[src/rtl/znmi_pkg.sv]
// Shared types and constants for the Z80 NMI controller.
// State encoding, imm-request cause code, NMI vector, priority pick.
package znmi_pkg;

  typedef enum logic [2:0] {
    S_IDLE,
    S_PULSE,
    S_WAIT66,
    S_PAGED,
    S_CLRWAIT
  } state_t;

  localparam logic [3:0]  CAUSE_IMM  = 4'hF;
  localparam logic [15:0] NMI_VECTOR = 16'h0066;

  function automatic logic [3:0] first_set(
    input logic [7:0] v
  );
    first_set = 4'd0;
    for (int i = 7; i >= 0; i--)
      if (v[i]) first_set = 4'(i);
  endfunction

endpackage

[src/rtl/znmi_busmon.sv]
// Z80 bus monitor: M1 fetch tracking and refresh falling-edge
// detection, both sampled on the Z80 clock strobes.
module znmi_busmon
  import znmi_pkg::*;
(
  input  logic        fclk,
  input  logic        rst_n,
  input  logic        zpos,
  input  logic        zneg,
  input  logic        m1_n,
  input  logic        mreq_n,
  input  logic        rfsh_n,
  input  logic        csrom,
  input  logic [15:0] a,
  output logic        fetch_edge,
  output logic        last_0066,
  output logic        last_rom,
  output logic        rfsh_fall
);

  logic m1_q, m1_d;
  logic mreq_q, mreq_d;
  logic both_q, both_d;
  logic l66_q, l66_d;
  logic lrom_q, lrom_d;
  logic r1_q, r1_d;
  logic r2_q, r2_d;
  logic fall_q, fall_d;

  always_comb begin
    m1_d       = zpos ? m1_n : m1_q;
    mreq_d     = zneg ? mreq_n : mreq_q;
    both_d     = !m1_q && !mreq_q;
    fetch_edge = both_d && !both_q;
    l66_d      = l66_q;
    lrom_d     = lrom_q;
    if (fetch_edge) begin
      l66_d  = (a == NMI_VECTOR);
      lrom_d = csrom && (a[15:14] == 2'b00);
    end
    // two-stage refresh sampler; fall flagged for one fclk
    r1_d   = zpos ? rfsh_n : r1_q;
    r2_d   = zpos ? r1_q : r2_q;
    fall_d = zpos && r2_q && !r1_q;
  end

  always_ff @(posedge fclk or negedge rst_n) begin
    if (!rst_n) begin
      m1_q   <= 1'b1;
      mreq_q <= 1'b1;
      both_q <= 1'b0;
      l66_q  <= 1'b0;
      lrom_q <= 1'b0;
      r1_q   <= 1'b1;
      r2_q   <= 1'b1;
      fall_q <= 1'b0;
    end else begin
      m1_q   <= m1_d;
      mreq_q <= mreq_d;
      both_q <= both_d;
      l66_q  <= l66_d;
      lrom_q <= lrom_d;
      r1_q   <= r1_d;
      r2_q   <= r2_d;
      fall_q <= fall_d;
    end
  end

  assign last_0066 = l66_q;
  assign last_rom  = lrom_q;
  assign rfsh_fall = fall_q;

endmodule

[src/rtl/znmi_ctrl.sv]
// Z80 NMI controller: deferred/immediate requests, NMI pulse, page-in.
// Optional watchdog on the 0066 fetch enabled by ZNMI_WATCHDOG_EN.
module znmi_ctrl
  import znmi_pkg::*;
#(
  parameter int NCH       = 4,
  parameter int PULSE_LEN = 4,
  parameter int CLR_RFSH  = 2,
  parameter int WDT_LEN   = 255
) (
  input  logic           fclk,
  input  logic           rst_n,
  input  logic           zpos,
  input  logic           zneg,
  input  logic           int_start,
  input  logic [NCH-1:0] req_n,
  input  logic [NCH-1:0] req_mask,
  input  logic           imm_nmi,
  input  logic           clr_nmi,
  input  logic           rfsh_n,
  input  logic           m1_n,
  input  logic           mreq_n,
  input  logic           csrom,
  input  logic [15:0]    a,
  output logic           drive_00,
  output logic           in_nmi,
  output logic           gen_nmi,
  output logic           nmi_buf_clr,
  output logic [3:0]     nmi_cause,
  output logic           nmi_abort
);

  state_t state_q, state_d;

  logic [NCH-1:0] req_q;
  logic           imm_q;
  logic [NCH-1:0] pend_q, pend_d;
  logic [NCH-1:0] ev, clr;
  logic [3:0]     cause_q, cause_d;
  logic [3:0]     cnt_q, cnt_d;
  logic [3:0]     win;
  logic           imm_ev;

  logic fetch_edge, last_0066, last_rom, rfsh_fall;
  logic unused_ok;

  znmi_busmon u_busmon (
    .fclk       (fclk),
    .rst_n      (rst_n),
    .zpos       (zpos),
    .zneg       (zneg),
    .m1_n       (m1_n),
    .mreq_n     (mreq_n),
    .rfsh_n     (rfsh_n),
    .csrom      (csrom),
    .a          (a),
    .fetch_edge (fetch_edge),
    .last_0066  (last_0066),
    .last_rom   (last_rom),
    .rfsh_fall  (rfsh_fall)
  );

  assign unused_ok = ^{fetch_edge, last_rom, (WDT_LEN != 0)};

`ifdef ZNMI_WATCHDOG_EN
  localparam int WW = $clog2(WDT_LEN + 1);
  logic [WW-1:0] wdt_q, wdt_d;
  logic          abort_q, abort_d;
  logic          busy;
`endif

  always_ff @(posedge fclk or negedge rst_n) begin
    if (!rst_n) state_q <= S_IDLE;
    else        state_q <= state_d;
  end

  always_comb begin
    ev      = req_q & ~req_n & req_mask;
    imm_ev  = imm_nmi && !imm_q;
    win     = first_set(8'(pend_q));
    clr     = '0;
    state_d = state_q;
    cnt_d   = cnt_q;
    cause_d = cause_q;
    unique case (state_q)
      S_IDLE: begin
        // immediate request outranks a frame-start deferred one
        if (imm_ev) begin
          state_d = S_PULSE;
          cnt_d   = 4'(PULSE_LEN);
          cause_d = CAUSE_IMM;
        end else if (int_start && (|pend_q)) begin
          state_d = S_PULSE;
          cnt_d   = 4'(PULSE_LEN);
          cause_d = win;
          for (int i = 0; i < NCH; i++)
            clr[i] = (win == 4'(i));
        end
      end
      S_PULSE: begin
        if (zpos) begin
          cnt_d = cnt_q - 4'd1;
          if (cnt_q == 4'd1) state_d = S_WAIT66;
        end
      end
      S_WAIT66: begin
        if (rfsh_fall && last_0066) state_d = S_PAGED;
      end
      S_PAGED: begin
        if (clr_nmi) begin
          state_d = S_CLRWAIT;
          cnt_d   = 4'(CLR_RFSH);
        end
      end
      S_CLRWAIT: begin
        if (clr_nmi) begin
          cnt_d = 4'(CLR_RFSH);
        end else if (rfsh_fall) begin
          cnt_d = cnt_q - 4'd1;
          if (cnt_q == 4'd1) state_d = S_IDLE;
        end
      end
      default: state_d = S_IDLE;
    endcase
    pend_d = (pend_q & ~clr) | ev;
`ifdef ZNMI_WATCHDOG_EN
    busy    = (state_q == S_PULSE) || (state_q == S_WAIT66);
    abort_d = 1'b0;
    wdt_d   = wdt_q;
    if (busy && zpos) wdt_d = wdt_q + WW'(1);
    if (busy && (wdt_d == WW'(WDT_LEN))) begin
      state_d = S_IDLE;
      abort_d = 1'b1;
    end
    if (state_d != state_q) wdt_d = '0;
`endif
  end

  always_ff @(posedge fclk or negedge rst_n) begin
    if (!rst_n) begin
      req_q   <= '1;
      imm_q   <= 1'b0;
      pend_q  <= '0;
      cause_q <= 4'd0;
      cnt_q   <= 4'd0;
    end else begin
      req_q   <= req_n;
      imm_q   <= imm_nmi;
      pend_q  <= pend_d;
      cause_q <= cause_d;
      cnt_q   <= cnt_d;
    end
  end

`ifdef ZNMI_WATCHDOG_EN
  always_ff @(posedge fclk or negedge rst_n) begin
    if (!rst_n) begin
      wdt_q   <= '0;
      abort_q <= 1'b0;
    end else begin
      wdt_q   <= wdt_d;
      abort_q <= abort_d;
    end
  end
`endif

  always_comb begin
    gen_nmi     = (state_q == S_PULSE);
    in_nmi      = (state_q == S_PAGED) ||
                  (state_q == S_CLRWAIT);
    nmi_buf_clr = ((state_q == S_PULSE) ||
                   (state_q == S_WAIT66)) && last_0066;
    drive_00    = nmi_buf_clr && !m1_n && !mreq_n;
    nmi_cause   = cause_q;
`ifdef ZNMI_WATCHDOG_EN
    nmi_abort   = abort_q;
`else
    nmi_abort   = 1'b0;
`endif
  end

endmodule

[config.mk]
export PLATFORM = sky130hd
export DESIGN_NAME = znmi_ctrl
export DESIGN_NICKNAME = d
export VERILOG_FILES = /design/src/rtl/znmi_pkg.sv /design/src/rtl/znmi_busmon.sv /design/src/rtl/znmi_ctrl.sv
export SDC_FILE = /design/constraint.sdc
export NUM_CORES = 1
export LEC_CHECK = 0
export ABC_AREA = 0
export CAP_MARGIN = 0
export CORE_MARGIN = 10
export CORE_UTILIZATION = 31
export DETAILED_ROUTE_END_ITERATION = 6
export GPL_ROUTABILITY_DRIVEN = 0
export RECOVER_POWER = 100
export SLEW_MARGIN = 30
export SYNTH_ARGS = -nofsm -noshare
export SYNTH_HDL_FRONTEND = slang
export SYNTH_SLANG_ARGS = --single-unit
[constraint.sdc]
create_clock -name fclk -period 2.3 [get_ports fclk]
set_input_delay 0.46 -clock fclk [delete_from_list [all_inputs] [get_ports fclk]]
set_output_delay 0.46 -clock fclk [all_outputs]
set_load 0.05 [all_outputs]
After elaboration in Yosys (flattened, before gate mapping)
Index checks and enable logic that the tools add are counted.
Word-level totals
  register bits: 27
  bits of input ports: 35
Cells by class
  multiplexer cells: 26
  equal/unequal tests: 18
  add/subtract/negate cells: 1
  reductions and logical operators: 27
  bitwise operators: 6
Operator list (count)
  2-to-1 mux 4 bit: 12
  2-to-1 mux 3 bit: 9
  == test 16 x 7 -> 1 bit (second input constant): 1
  case mux 4 bit (4 select lines): 1
  case mux 3 bit (5 select lines): 1
  bitwise AND 4 bit: 3
  logical AND 1 bit: 10
  != test 2 bit (second input constant): 5
  == test 4 x 1 -> 1 bit (second input constant): 2
  == test 4 x 2 -> 1 bit (second input constant): 2
  NOT 4 bit: 2
  AND reduction 8 bit: 1
  logical NOT 1 bit: 7
  == test 3 x 2 -> 1 bit (second input constant): 2
  2-to-1 mux 2 bit: 3
  AND reduction 5 bit: 1
  logical NOT 4 bit: 1
  != test 2 x 1 -> 1 bit (second input constant): 2
  bitwise OR 4 bit: 1
  nonzero test 4 bit: 1
  OR reduction 4 bit: 1
  subtractor 4 x 1 -> 4 bit (second input constant): 1
  == test 3 x 1 -> 1 bit (second input constant): 1
  == test 3 bit (second input constant): 1
  other kinds (6): 7

Logic depth before layout (Yosys ltp)
Gate-level depths: netlist of the first run.
  depth after elaboration: 11
  depth in mapped cells: 6
  gate-level depth less buffers: 6

Modules after synthesis
From an unflattened synthesis of the first run, not the netlist that was laid out.
Unflattened totals
  cell total of the unflattened synthesis: 132
  area, all modules: 1382.6 um2
Modules (own cells, without submodules)
  znmi_ctrl: instances 1, cells each 104, area an instance 1041.0 um2, seq. area each 480.5 um2
  znmi_busmon: instances 1, cells each 28, area an instance 341.6 um2, seq. area each 205.2 um2

Worst setup path before layout of the first run
No wires, ideal clock.
  kind: reg-to-output
  start point: register state_q[0]
  end point: output drive_00
  arrival time: 3.158 ns
  cell stages (with the launch flop): 5
  data required time: 1.840 ns
  path slack: -1.318 ns
  path through: dfrtp_1 > buf_2 > xnor2_1 > nor3b_1 > nor3b_1
On the way
  word-level cells in the longest chain between the ends: 5
  elaborated cells between the ends (all ways): 6
  those cells by class: eq/ne: 2; reduce/logical: 4
Ends and longest elaborated chain
  start: declaration: RTL line znmi_ctrl.sv:33  | state_t state_q, state_d;
  start signal: assignment: RTL line znmi_ctrl.sv:74  | else state_q <= state_d;
  == test 3 x 1 -> 1 bit / == test 3 x 2 -> 1 bit (equally long branches): RTL line znmi_ctrl.sv:171, znmi_ctrl.sv:172
  logical OR 1 bit *: RTL line znmi_ctrl.sv:171  | nmi_buf_clr = ((state_q == S_PULSE) ||
  logical AND 1 bit *: RTL line znmi_ctrl.sv:172  | (state_q == S_WAIT66)) && last_0066;
  via nmi_buf_clr: RTL line znmi_ctrl.sv:28  | output logic nmi_buf_clr,
  logical AND 1 bit * (2 in series): RTL line znmi_ctrl.sv:173  | drive_00 = nmi_buf_clr && !m1_n && !mreq_n;
  end: declaration: RTL line znmi_ctrl.sv:25  | output logic drive_00,
Mark *: on every way through the listed nets, which the timed path passes. The rest lies on a longest branch.

Worst setup path in the final report of the first run
  start point: register state_q[2]
  end point: output in_nmi
On the way
  word-level cells in the longest chain between the ends: 2
  elaborated cells between the ends (all ways): 3
  those cells by class: eq/ne: 2; reduce/logical: 1
Ends and longest elaborated chain
  == test 3 x 2 -> 1 bit / == test 3 bit (equally long branches): RTL line znmi_ctrl.sv:169, znmi_ctrl.sv:170
  logical OR 1 bit *: RTL line znmi_ctrl.sv:169  | in_nmi = (state_q == S_PAGED) ||
  end: declaration: RTL line znmi_ctrl.sv:26  | output logic in_nmi,
Every way passes the cells marked *; elsewhere a longest branch is shown, timed or not.

==> results.md, run 1 <==
- In this run the biggest area consumer among cell types represents approximately a third of the synthesized area.
- The final critical path takes up about nine tenths of the cycle.
- Summing all multi-input logic gate instances after layout gives 611.8 um2.
- The number of inserted filler cells in the final layout is 394.
- The total die area is 7327 um2.
- The total number of vias is 1065.
- The maximum count of clock buffers along a single path is 2.
- The analysis attributes to net switching a power of 849.8 uW.
- The share of total power dissipated in sequential elements is 36.8%.
- In this run the horizontal extent of the chip is about 86 um.
- For this configuration, the core starts out at a cell density of 32.64%.
- The required time of the worst setup path is 1.84 ns.
- The average instance in the mapped netlist occupies approximately 11 um2.
- Sorting the synthesized cells by area gives the leading types as dfrtp_1 (34%), dfstp_2 (16%), o21ai_0 (4.5%).
- After the first detailed-routing iteration, the DRC count stood at 70.
- The run finished with clean final reports.
- Derived from the worst setup path, the maximum achievable clock frequency is about 0.48 GHz.
- The minimum clock period after layout is between 2 and 2.5 ns.
- The worst-margin pin slew is 1.386 ns.
- The portion of total power attributed to the clock network is 15.0%.
- Net switching is 43.06% of the power.
- The floorplan step set the die height to 85.60 um.
- Setup repair after global routing left no endpoint under its margin.
- The hold path startpoint is u_busmon.both_q$_DFF_PN0_.
- By startpoint and endpoint, the worst setup path is classified as reg2out.
- After clock tree synthesis, the clock-pin slew on the worst setup and hold paths is 0.09 ns.
- The average detailed-routed wire length per instance is 14.52 um.
- The total global-route track usage is ~8.8%.
- Power spread over the standard cell area amounts to between 1000 and 1500 nW/um2.
- The remaining antenna violation count after routing is 0.
- The capture instance of the worst register-to-register path is cnt_q[3]$_DFFE_PN0P_.
- The number of failing hold endpoints at the final stage is 0.
- The number of CTS-inserted buffers is 3.
- Once the clock tree was built, the resizer swapped 0 gates to a different size.
- The proportion of synthesized chip area in sequential cells is between 40% and 50%.
- Max-cap violations in this run came to 0.
- The later pin in the worst-skew pair is clocked with a latency of 0.27 ns.
- The library cell with the largest summed area after synthesis is dfrtp_1.
- Summed over all cells, the static leakage comes to 0.7409 nW.
- The worst setup path is captured at an output port.
- The flip-flop and latch area is 660.6 um2.
- Entering global routing, the biggest net connects 27 pins.
- The total wire length after detailed routing is 3180 um.
- The core area is around 4100 um2.
- The number of buffers added on ports is 41.
- VDD sags by at most 0.3495 mV.
- The area of the mapped netlist is 1334 um2.
- The worst register-to-register path has a depth of 6.
- STA classifies the critical path startpoint as a flop.
- The net count reported at finish is 207.
- The placement row count is 23.
- Along the worst hold path, the cell count comes to 1.
- In this run the register-to-register setup slack is 0.27 ns.
- The clock sink count is 26.
- Among all flip-flop cells after synthesis, the most frequent one is dfrtp_1.
- Counting every net in the synthesized netlist gives approximately 160.
- TritonCTS built the clock tree.
- The number of distinct library cell variants in the gate-level netlist after synthesis is 39.
- The relative max-transition margin is about 7.6%.
- The HPWL reported at the end of detailed placement is roughly 2600 um.
- Yosys mapped a number of flops with a built-in enable equal to 0.
- The via count of the first global-routing pass is 1119.
- The area added between synthesis and finish is 39.68%.
- Power comes to 1.974 mW.
- The initial antenna violation count is 0.
- The worst hold path terminates at u_busmon.last_0066$_DFFE_PN0P_.
- At the worst endpoint, the arrival time is 1.64 ns.
- The clock arrives with 0.005525 ns of skew.
- The internal power of the cells totals 1.124 mW.
- For this run, design rule violations remaining after detail routing come to 0.
- The share of flip-flops with an asynchronous set or reset is 100.0%.
- For the final routed database, the setup TNS stands at 0 ns.
- Dividing the detail-routed via count by the number of cells gives 4.863.
- The number of top-level design ports is 44.
- The repair_antennas step left the layout with diodes totalling 0.
- The final count of pins violating max slew is 0.
- The path class of the tightest hold or removal check is reg2reg.
- Buffers inserted to repair hold after CTS numbered 0.
- In this run the number of H-tree levels came out at 1.
- The combinational share of power is 48.2%.
- The number of synthesized register bits is 26.
- Once the clock tree was built, the setup fixing pass inserted 0 buffers.
- CTS placed an instance of clkbuf_8 at the clock tree root.
- The number of warnings reported in the yosys synthesis log is 0.
- Setup violations remaining at the end of the flow were counted as 0.
- The ratio of cells with drive above 1 in the final layout is 14.79%.
- The biggest fanout along the worst timing path is 13.
- The first global-routing pass estimated ~5300 um of wire.
- The first detailed-routing pass ran for 4 iterations.
- The reg-to-reg startpoint is state_q[1]$_DFFE_PN0P_.
- The total overflow reported by the global router is 0.
- The instance count of the mapped netlist is about 130.
how the worst max path moves through the flow:
stage	endpoint	slack (ns)	from	depth (start not counted)
global route	cnt_q[3]$_DFFE_PN0P_	0.07	state_q[1]$_DFFE_PN0P_	6
floorplan	drive_00	0.003	state_q[1]$_DFFE_PN0P_	4
finish	in_nmi	0.20	state_q[2]$_DFFE_PN0P_	3
CTS	drive_00	0.18	state_q[1]$_DFFE_PN0P_	4
global placement	cnt_q[3]$_DFFE_PN0P_	0.17	int_start	6
detailed placement	cnt_q[3]$_DFFE_PN0P_	0.12	int_start	6
power groups by stage:
stage / Sequential [mW] / Clock (mW) / Combinational, mW
2_1_floorplan: 0.778 / 0 / 0.699
3_3_place_gp: 0.727 / 0 / 1.05
3_5_place_dp: 0.737 / 0 / 1.07
4_1_cts: 0.728 / 0.307 / 1.08
5_1_grt: 0.746 / 0.336 / 1.04
6_report: 0.726 / 0.295 / 0.952
layer usage:
layer	track usage, %	part of all wire [%]	vias up	routed length [um]
li1	-	-	537	-
met1	9.693	42	502	1330
met2	14.85	51	20	1630
met3	3.217	5.1	6	163
met4	3.443	1.7	0	55
met5	0	0	-	0
Yosys cell counts, types with 2 or more instances:
cell type and number:
inv_1 5, dfstp_2 8, a21oi_1 7, o21ai_0 12, o211ai_2 2, nand2_1 11
dfrtp_1 18, nand2b_1 4, or3_1 2, buf_2 3, nor3b_1 4, buf_4 2
o22a_1 2, ha_1 2, nor4_1 2, o31ai_1 4, nor3_1 3, nor2_1 9
mux2_2 4, nand4_1 2
stage by stage:
stage	setup slack, ns	area (um2)	util [%]	hold slack, ns	std cells
finish	0.1993	1863	45.59	0.4586	219
global route	0.07037	1863	45.59	0.4863	219
CTS	0.1835	1924	47.09	0.4637	219
detailed placement	0.1207	1869	45.74	0.4523	215
global placement	0.1717	1869	45.74	0.4425	215
floorplan	0.002543	1365	-	0.1644	125
logic make-up (layout without fill, tap and decap cells):
| logic type | count (synthesis) | in the layout | synth area share, % |
|---|---|---|---|
| AND/OR/NAND/NOR | 43 | 43 | 17.17 |
| XOR/XNOR | 1 | 1 | 0.6568 |
| multiplexers | 6 | 6 | 4.972 |
| flip-flops | 26 | 26 | 49.53 |
| AO/OA/AOI/OAI | 36 | 36 | 21.86 |
| buffers and inverters | 10 | 54 | 3.658 |
| other | 1 | 1 | 0.2812 |
| adder cells (fa/ha/maj) | 2 | 2 | 1.876 |
final cells by class:
cell class / instances / share of cell area [%]
clock buffers: 4 / 2.955
inverters: 5 / 1.007
multi-input cells: 89 / 32.84
flip-flops and latches: 26 / 35.46
well taps: 50 / 3.358
repair buffers: 45 / 24.38
cell usage in the layout (no fill, tap or decap), types with 3 or more instances in the layout:
master and instances:
a21oi_1 7, buf_12 3, clkbuf_1 3, clkbuf_8 4, clkdlybuf4s50_1 24, dfrtp_1 18, dfstp_2 7, dlygate4sd3_1 13
inv_1 5, mux2_2 4, nand2_1 11, nand2b_1 4, nor2_1 9, nor3_1 4, o211ai_1 3, o21ai_0 12
o31ai_1 4
sequential cells by signal, summed over array words and instances, names as in the netlist:
register / flops
nmi_cause: 3
u_busmon.r1_q: 1
u_busmon.both_q: 1
cnt_q: 4
u_busmon.rfsh_fall: 1
pend_q: 4
state_q: 3
u_busmon.last_0066: 1
u_busmon.m1_q: 1
u_busmon.r2_q: 1
imm_q: 1
req_q: 4
u_busmon.mreq_q: 1
worst max-delay path, stage by stage, from the launching register on:
cell and delay (ns):
dfrtp_1 0.53, nand2b_1 0.32, o21ai_0 0.34, buf_12 0.18
No activity file was read; power rests on OpenSTA's default activity.
==> run 2: changes to the inputs <==
PLACE_DENSITY_LB_ADDON = 0.25   (was default)
==> results.md, run 2 (synthesis gave the netlist of run 1 again) <==
- For this configuration, the core starts out at a cell density of 32.64%.
- At the pin with the least slew margin, the transition time is ~1.4 ns.
- The period utilization is 93.51%.
- The flow ran to the end, and the final reports show no timing, DRC or antenna violations.
- The die covers 7327 um2.
- The flip-flop and latch area is around 660 um2.
- The most common library cell in the layout ignoring fill and taps is clkdlybuf4s50_1.
- The library cells used most frequently in the layout, excluding fill and tap cells, are clkdlybuf4s50_1 (24), dfrtp_1 (17), dlygate4sd3_1 (13).
- During I/O placement, the number of pins put on the boundary was 44.
- From left edge to right edge, the die measures 85.60 um.
- The initialized floorplan defines 23 standard-cell rows.
- The sum of negative setup slack is 0 ns.
- The count of maximum capacitance violations is 0.
- For this design the ratio of total power to cell area is approximately 1100 nW/um2.
- The number of inserted filler cells in the final layout is 394.
- The number of design rule violations left after detail routing is 0.
- The net count reported at finish is ~200.
- The total wire length after detailed routing is 3218 um.
- The HPWL reported at the end of detailed placement is 2594 um.
- The clock-pin slew on the worst setup and hold paths is around 0.09 ns.
- Summing all multi-input logic gate instances after layout gives 616.8 um2.
- The largest registers in the layout are cnt_q x4, pend_q x4, req_q x4.
- The floorplan step set the die height to 85.60 um.
- The clock sink count is 26.
- Dividing the detail-routed via count by the number of cells gives 4.950.
- The root buffer cell is clkbuf_8.
- The ratio of cells with drive above 1 in the final layout is 15.48%.
- After floorplanning, the core was sized to cover about 4100 um2.
- Setup violations remaining at the end of the flow were counted as 0.
- The sort of element at the end of the critical path is an output port.
- The final count of pins violating max slew is 0.
- Setup repair after global routing left no endpoint under its margin.
- The via count of the first global-routing pass is 1175.
- The total overflow reported by the global router is 0.
- From synthesis to final layout, the design area changed by 40.81%.
- The static leakage power is 0.7428 nW.
- The relative max-transition margin is 8.930%.
- The violation count after the first detailed-routing iteration is 28.
- At the later pin of the worst-skew pair, clock insertion delay measures ~0.27 ns.
- The worst voltage drop across the vdd grid is 0.7736 mV.
- Buffers inserted to repair hold after CTS numbered 0.
- In the final routed layout, each cell accounts on average for 14.76 um.
- Measured in cells, the most critical reg-to-reg path has a length of 6.
- The total inserted antenna cells is 0.
- The initial antenna violation count is 0.
- The wire length of the first global-routing pass is 5630 um.
- During placement, the flow inserted port buffers numbering 41.
- The TritonCTS clock tree is built.
- The utilization after layout is a little under half.
- Timing would allow up to approximately 0.46 GHz.
- The first detailed-routing pass took 4 iterations.
- The remaining antenna violation count after routing is 0.
- Counting instances, the worst hold path has a depth of 1.
- The post-CTS setup-driven buffer insertion count is 0.
- The critical path is of the reg2out type.
- The biggest fanout along the worst timing path is 12.
- After layout, the minimum clock period comes to between 2 and 2.5 ns.
- For this run, the total global-route usage over all layers was measured as 9.257%.
- The total number of vias is 1079.
- The number of H-tree branching levels is 1.
- The number of failing hold endpoints at the final stage is 0.
- The number of CTS-inserted buffers is 3.
- The arrival time reported for the critical path endpoint is between 1.5 and 2 ns.
- The type of the tightest min-delay check is reg2reg.
- At the worst endpoint, the required time is 1.84 ns.
- The setup slack of the critical path after layout is 0.1492 ns.
- The worst setup path is launched from a flop.
- The pin count of the biggest net entering global routing is 27.
- The post-route worst hold slack is 0.4584 ns.
- The minimum setup slack after placement is approximately 0.12 ns.
- Across the routed clock network, the largest skew measured is 0.003277 ns.
- The clock passes through at most 2 buffers.
[run 2: changes by cell type in the layout (fill, tap and decap cells not counted), sizes merged]
cell,delta
bufinv,+1
buf,-1
clkbuf,-1
[run 2: where the power goes]
part / switching, mW / internal [mW]
sequential: 0.160 / 0.590
clock: 0.141 / 0.233
combinational: 0.552 / 0.374
total: 0.853 / 1.20
[run 2: per-stage QoR]
step | area [um2] | power [mW] | cells
3_5_place_dp | 1862 | 1.801 | 214
6_report | 1878 | 2.050 | 218
3_3_place_gp | 1862 | 1.769 | 214
4_1_cts | 1933 | 2.188 | 218
2_1_floorplan | 1365 | 1.477 | 125
5_1_grt | 1878 | 2.222 | 218
[run 2: critical path, cell delays in order (launching register included)]
cell and delay [ns]:
dfrtp_2 0.51, xnor2_1 0.19, nor3b_4 0.27, nor3b_2 0.28, buf_12 0.17
[run 2: what timing repair did]
| item | 4_1_cts | 5_1_grt |
|---|---|---|
| hold endpoints to repair | 0 | 0 |
| resized for setup | 0 | 1 |
| endpoints found under the setup margin | 0 | 1 |
[run 2: per-layer routing]
layer | up-vias | GRT usage (%) | part of all wire [%] | routed length, um
met5 | - | 0 | 0 | 0
met4 | 0 | 2.246 | 0.84 | 27
met3 | 4 | 3.879 | 7.3 | 235
met2 | 28 | 15.40 | 49 | 1591
met1 | 507 | 10.73 | 42 | 1364
li1 | 540 | - | - | -
[run 2: layout make-up]
| cell class | instances | share of cell area, % |
|---|---|---|
| clock buffers | 3 | 2.199 |
| clock inverters | 1 | 1.599 |
| inverters | 5 | 0.9993 |
| multi-input cells | 89 | 32.84 |
| flip-flops and latches | 26 | 35.24 |
| well taps | 50 | 3.331 |
| repair buffers | 44 | 23.78 |
[run 2: final timing paths]
path	start	end	slack, ns
worst max-delay path	state_q[1]$_DFFE_PN0P_	drive_00	0.15
worst min-delay path	u_busmon.both_q$_DFF_PN0_	u_busmon.last_0066$_DFFE_PN0P_	0.46
worst max register to register	state_q[0]$_DFFE_PN0P_	cnt_q[3]$_DFFE_PN0P_	0.32
worst min register to register	u_busmon.both_q$_DFF_PN0_	u_busmon.last_0066$_DFFE_PN0P_	0.46
max in group asynchronous	rst_n	state_q[1]$_DFFE_PN0P_	0.38
min in group asynchronous	rst_n	pend_q[1]$_DFF_PN0_	1.02
==> run 3: changes to the inputs <==
CORE_UTILIZATION = 45   (was 31)
TNS_END_PERCENT = 1   (was default)
==> results.md, run 3 (synthesis gave the netlist of run 1 again) <==
- In this run the tool buffered the top-level ports with 41 buffer cells.
- In this run the count of I/O pins placed on the die edge is 44.
- The sum of negative setup slack is 0 ns.
- The clock drives 26 sinks.
- The via count of the first global-routing pass is 1160.
- The initial antenna violation count is 0.
- Leaving out fill and tap cells, the most frequent cell in the layout is clkdlybuf4s50_1.
- The first global-routing pass estimated ~5400 um of wire.
- The final count of pins violating max slew came to 0.
- The minimum clock period after layout is 2.202 ns.
- Clock skew on the completed layout was measured at 0.002178 ns.
- Counting both buffers and inverters, the worst setup path holds a total of 1.
- The die covers 5541 um2.
- After detailed routing, the average wire length per cell comes to between 15 and 20 um.
- Net switching is 44.20% of the power.
- For this run, design rule violations remaining after detail routing come to 0.
- The floorplan has 19 rows.
- The most numerous cell on the critical path is nor3b_4.
- Walking the worst path, the cells encountered are xnor2_1 -> nor3b_4 -> nor3b_4 -> buf_12.
- Timing would allow up to approximately 0.45 GHz.
- In this run the tightest slew margin relative to its limit is under 10%.
- The kind of cell with the highest combined delay on the critical path is simple AND/OR/NAND/NOR gates.
- The proportion of power drawn by flip-flops and latches is 39.2%.
- The delay contributed by the slowest stage of the critical path is between 0.5 and 0.6 ns.
- The power per standard cell area is 1042 nW/um2.
- Summed over all layers, the global routing overflow is 0.
- Prior to clock tree synthesis, the placed netlist has a worst setup slack of 0.1513 ns.
- The logic depth of the worst setup path including buffers is 4.
- Data on the critical path arrives at its endpoint at 1.74 ns.
- The width of the chip is approximately 74 um.
- The number of placed instances with taps included is 195.
- The completed layout was analyzed and its total power is 1.897 mW.
- Using the TritonRoute via totals, the vias-per-cell ratio works out to between 5 and 6.
- The number of H-tree branching levels is 1.
- Combinational logic is responsible for around 49% of the overall power.
- The die extent in y is 74.44 um.
- Along the worst hold path, the cell count comes to 1.
- The internal portion of the total power is 1.059 mW.
- For this run, the detailed router's first-pass iteration total came to 4.
- The non-filler instance count after layout is 199.
- Global routing used 12.60% of the available tracks.
- The ratio of cells with drive above 1 in the final layout is 14.88%.
- The setup-violating endpoint count in the final report is 0.
- The flow ran to the end, and the final reports show no timing, DRC or antenna violations.
- The required time of the worst setup path is 1.84 ns.
- The slack of the worst reg-to-reg path is about 0.26 ns.
- The post-CTS setup-driven buffer insertion count is 0.
- In this run the static leakage power is 0.7316 nW.
- For the pin with the worst max-slew slack, the measured transition is 1.356 ns.
- The number of clock buffers added by TritonCTS is 3.
- The kind of critical path is reg2out.
- Leaving out fill and tap cells, the most frequent cells in the layout are clkdlybuf4s50_1 (24), dfrtp_1 (17), dlygate4sd3_1 (13).
- The worst-case IR drop observed on VDD is around 0.76 mV.
- The HPWL reported at the end of detailed placement is approximately 2600 um.
- The worst setup path is captured at an output port.
- The total number of vias is 1082.
- Summed over all layers, the routed wires come to 3189 um.
- The net count reported at finish is 206.
- Setup repair after global routing left no endpoint under its margin.
- The setup slack of the critical path after layout is ~0.098 ns.
- The largest registers in the layout are cnt_q x4, pend_q x4, req_q x4.
- The TritonCTS clock tree is built.
- Across the run, the number of max-cap violations was 0.
- The root buffer cell is clkbuf_4.
- The effective utilization at floorplan is 47.55%.
- Counting cells, the worst reg-to-reg path comes to 5.
- The clock-pin slew on the worst setup and hold paths is 0.13 ns.
- In this run the power spent charging and discharging nets is 838.4 uW.
- The pin count of the biggest net entering global routing is 27.
- The total inserted antenna cells is 0.
- The number of failing hold endpoints at the final stage is 0.
- The remaining antenna violation count after routing is 0.
- The cell with the largest stage delay on the worst path is dfrtp_2.
- In this run the standard cell core region covers 2805 um2.
- In this run, the clock network consumes between 10% and 20% of the power.
- The maximum count of clock buffers along a single path is 2.
- Dividing the final minimum period by the clock period gives 95.74%.
- The type of the tightest min-delay check is reg2reg.
- The clock insertion delay at the later pin of the skew report is 0.32 ns.
- The violation count after the first detailed-routing iteration is 50.
- Relative to the synthesized area, the layout overhead comes to 36.49%.
- The worst setup path is launched from a flop.
- The biggest fanout along the worst timing path is 12.
run 3: repair_timing:
item                       in CTS  in global routing
pin swaps                       0                  0
hold buffers                    0                  0
gates resized for setup         1                  1
setup endpoints to repair       1                  1
run 3: power by group through the flow:
stage	clock (mW)	combinational, mW	sequential (mW)
global route	0.258	1.03	0.770
global placement	0	1.01	0.745
floorplan	0	0.699	0.778
finish	0.229	0.924	0.744
CTS	0.238	1.04	0.746
detailed placement	0	1.04	0.752
run 3: cell type report:
cell class              count  area, um2
inverters                   5      18.77
well taps                  31      38.79
flip-flops and latches     26      661.9
multi-input cells          89      618.1
fillers                   251      984.7
repair buffers             44      446.7
clock buffers               4      36.28
run 3: final timing paths:
| path | from | to |
|---|---|---|
| setup / recovery | state_q[1]$_DFFE_PN0P_ | drive_00 |
| hold / removal | u_busmon.both_q$_DFF_PN0_ | u_busmon.last_0066$_DFFE_PN0P_ |
| setup reg to reg | state_q[0]$_DFFE_PN0P_ | state_q[0]$_DFFE_PN0P_ |
| hold reg to reg | u_busmon.both_q$_DFF_PN0_ | u_busmon.last_0066$_DFFE_PN0P_ |
| max in group asynchronous | rst_n | state_q[1]$_DFFE_PN0P_ |
| min in group asynchronous | rst_n | nmi_cause[0]$_DFFE_PN0P_ |
run 3: routing by layer:
| metal | GRT usage [%] | part of all wire (%) |
|---|---|---|
| met5 | 0 | 0 |
| met4 | 6.513 | 3.0 |
| met3 | 4.388 | 7.2 |
| met2 | 21.61 | 48 |
| met1 | 13.43 | 42 |
run 3: per-stage QoR:
stage	cell area, um2	util [%]	hold WS (ns)
floorplan	1365	-	0.1644
global placement	1838	65.52	0.4454
detailed placement	1838	65.52	0.4632
CTS	1876	66.86	0.4800
global route	1821	64.90	0.5046
finish	1821	64.90	0.4769
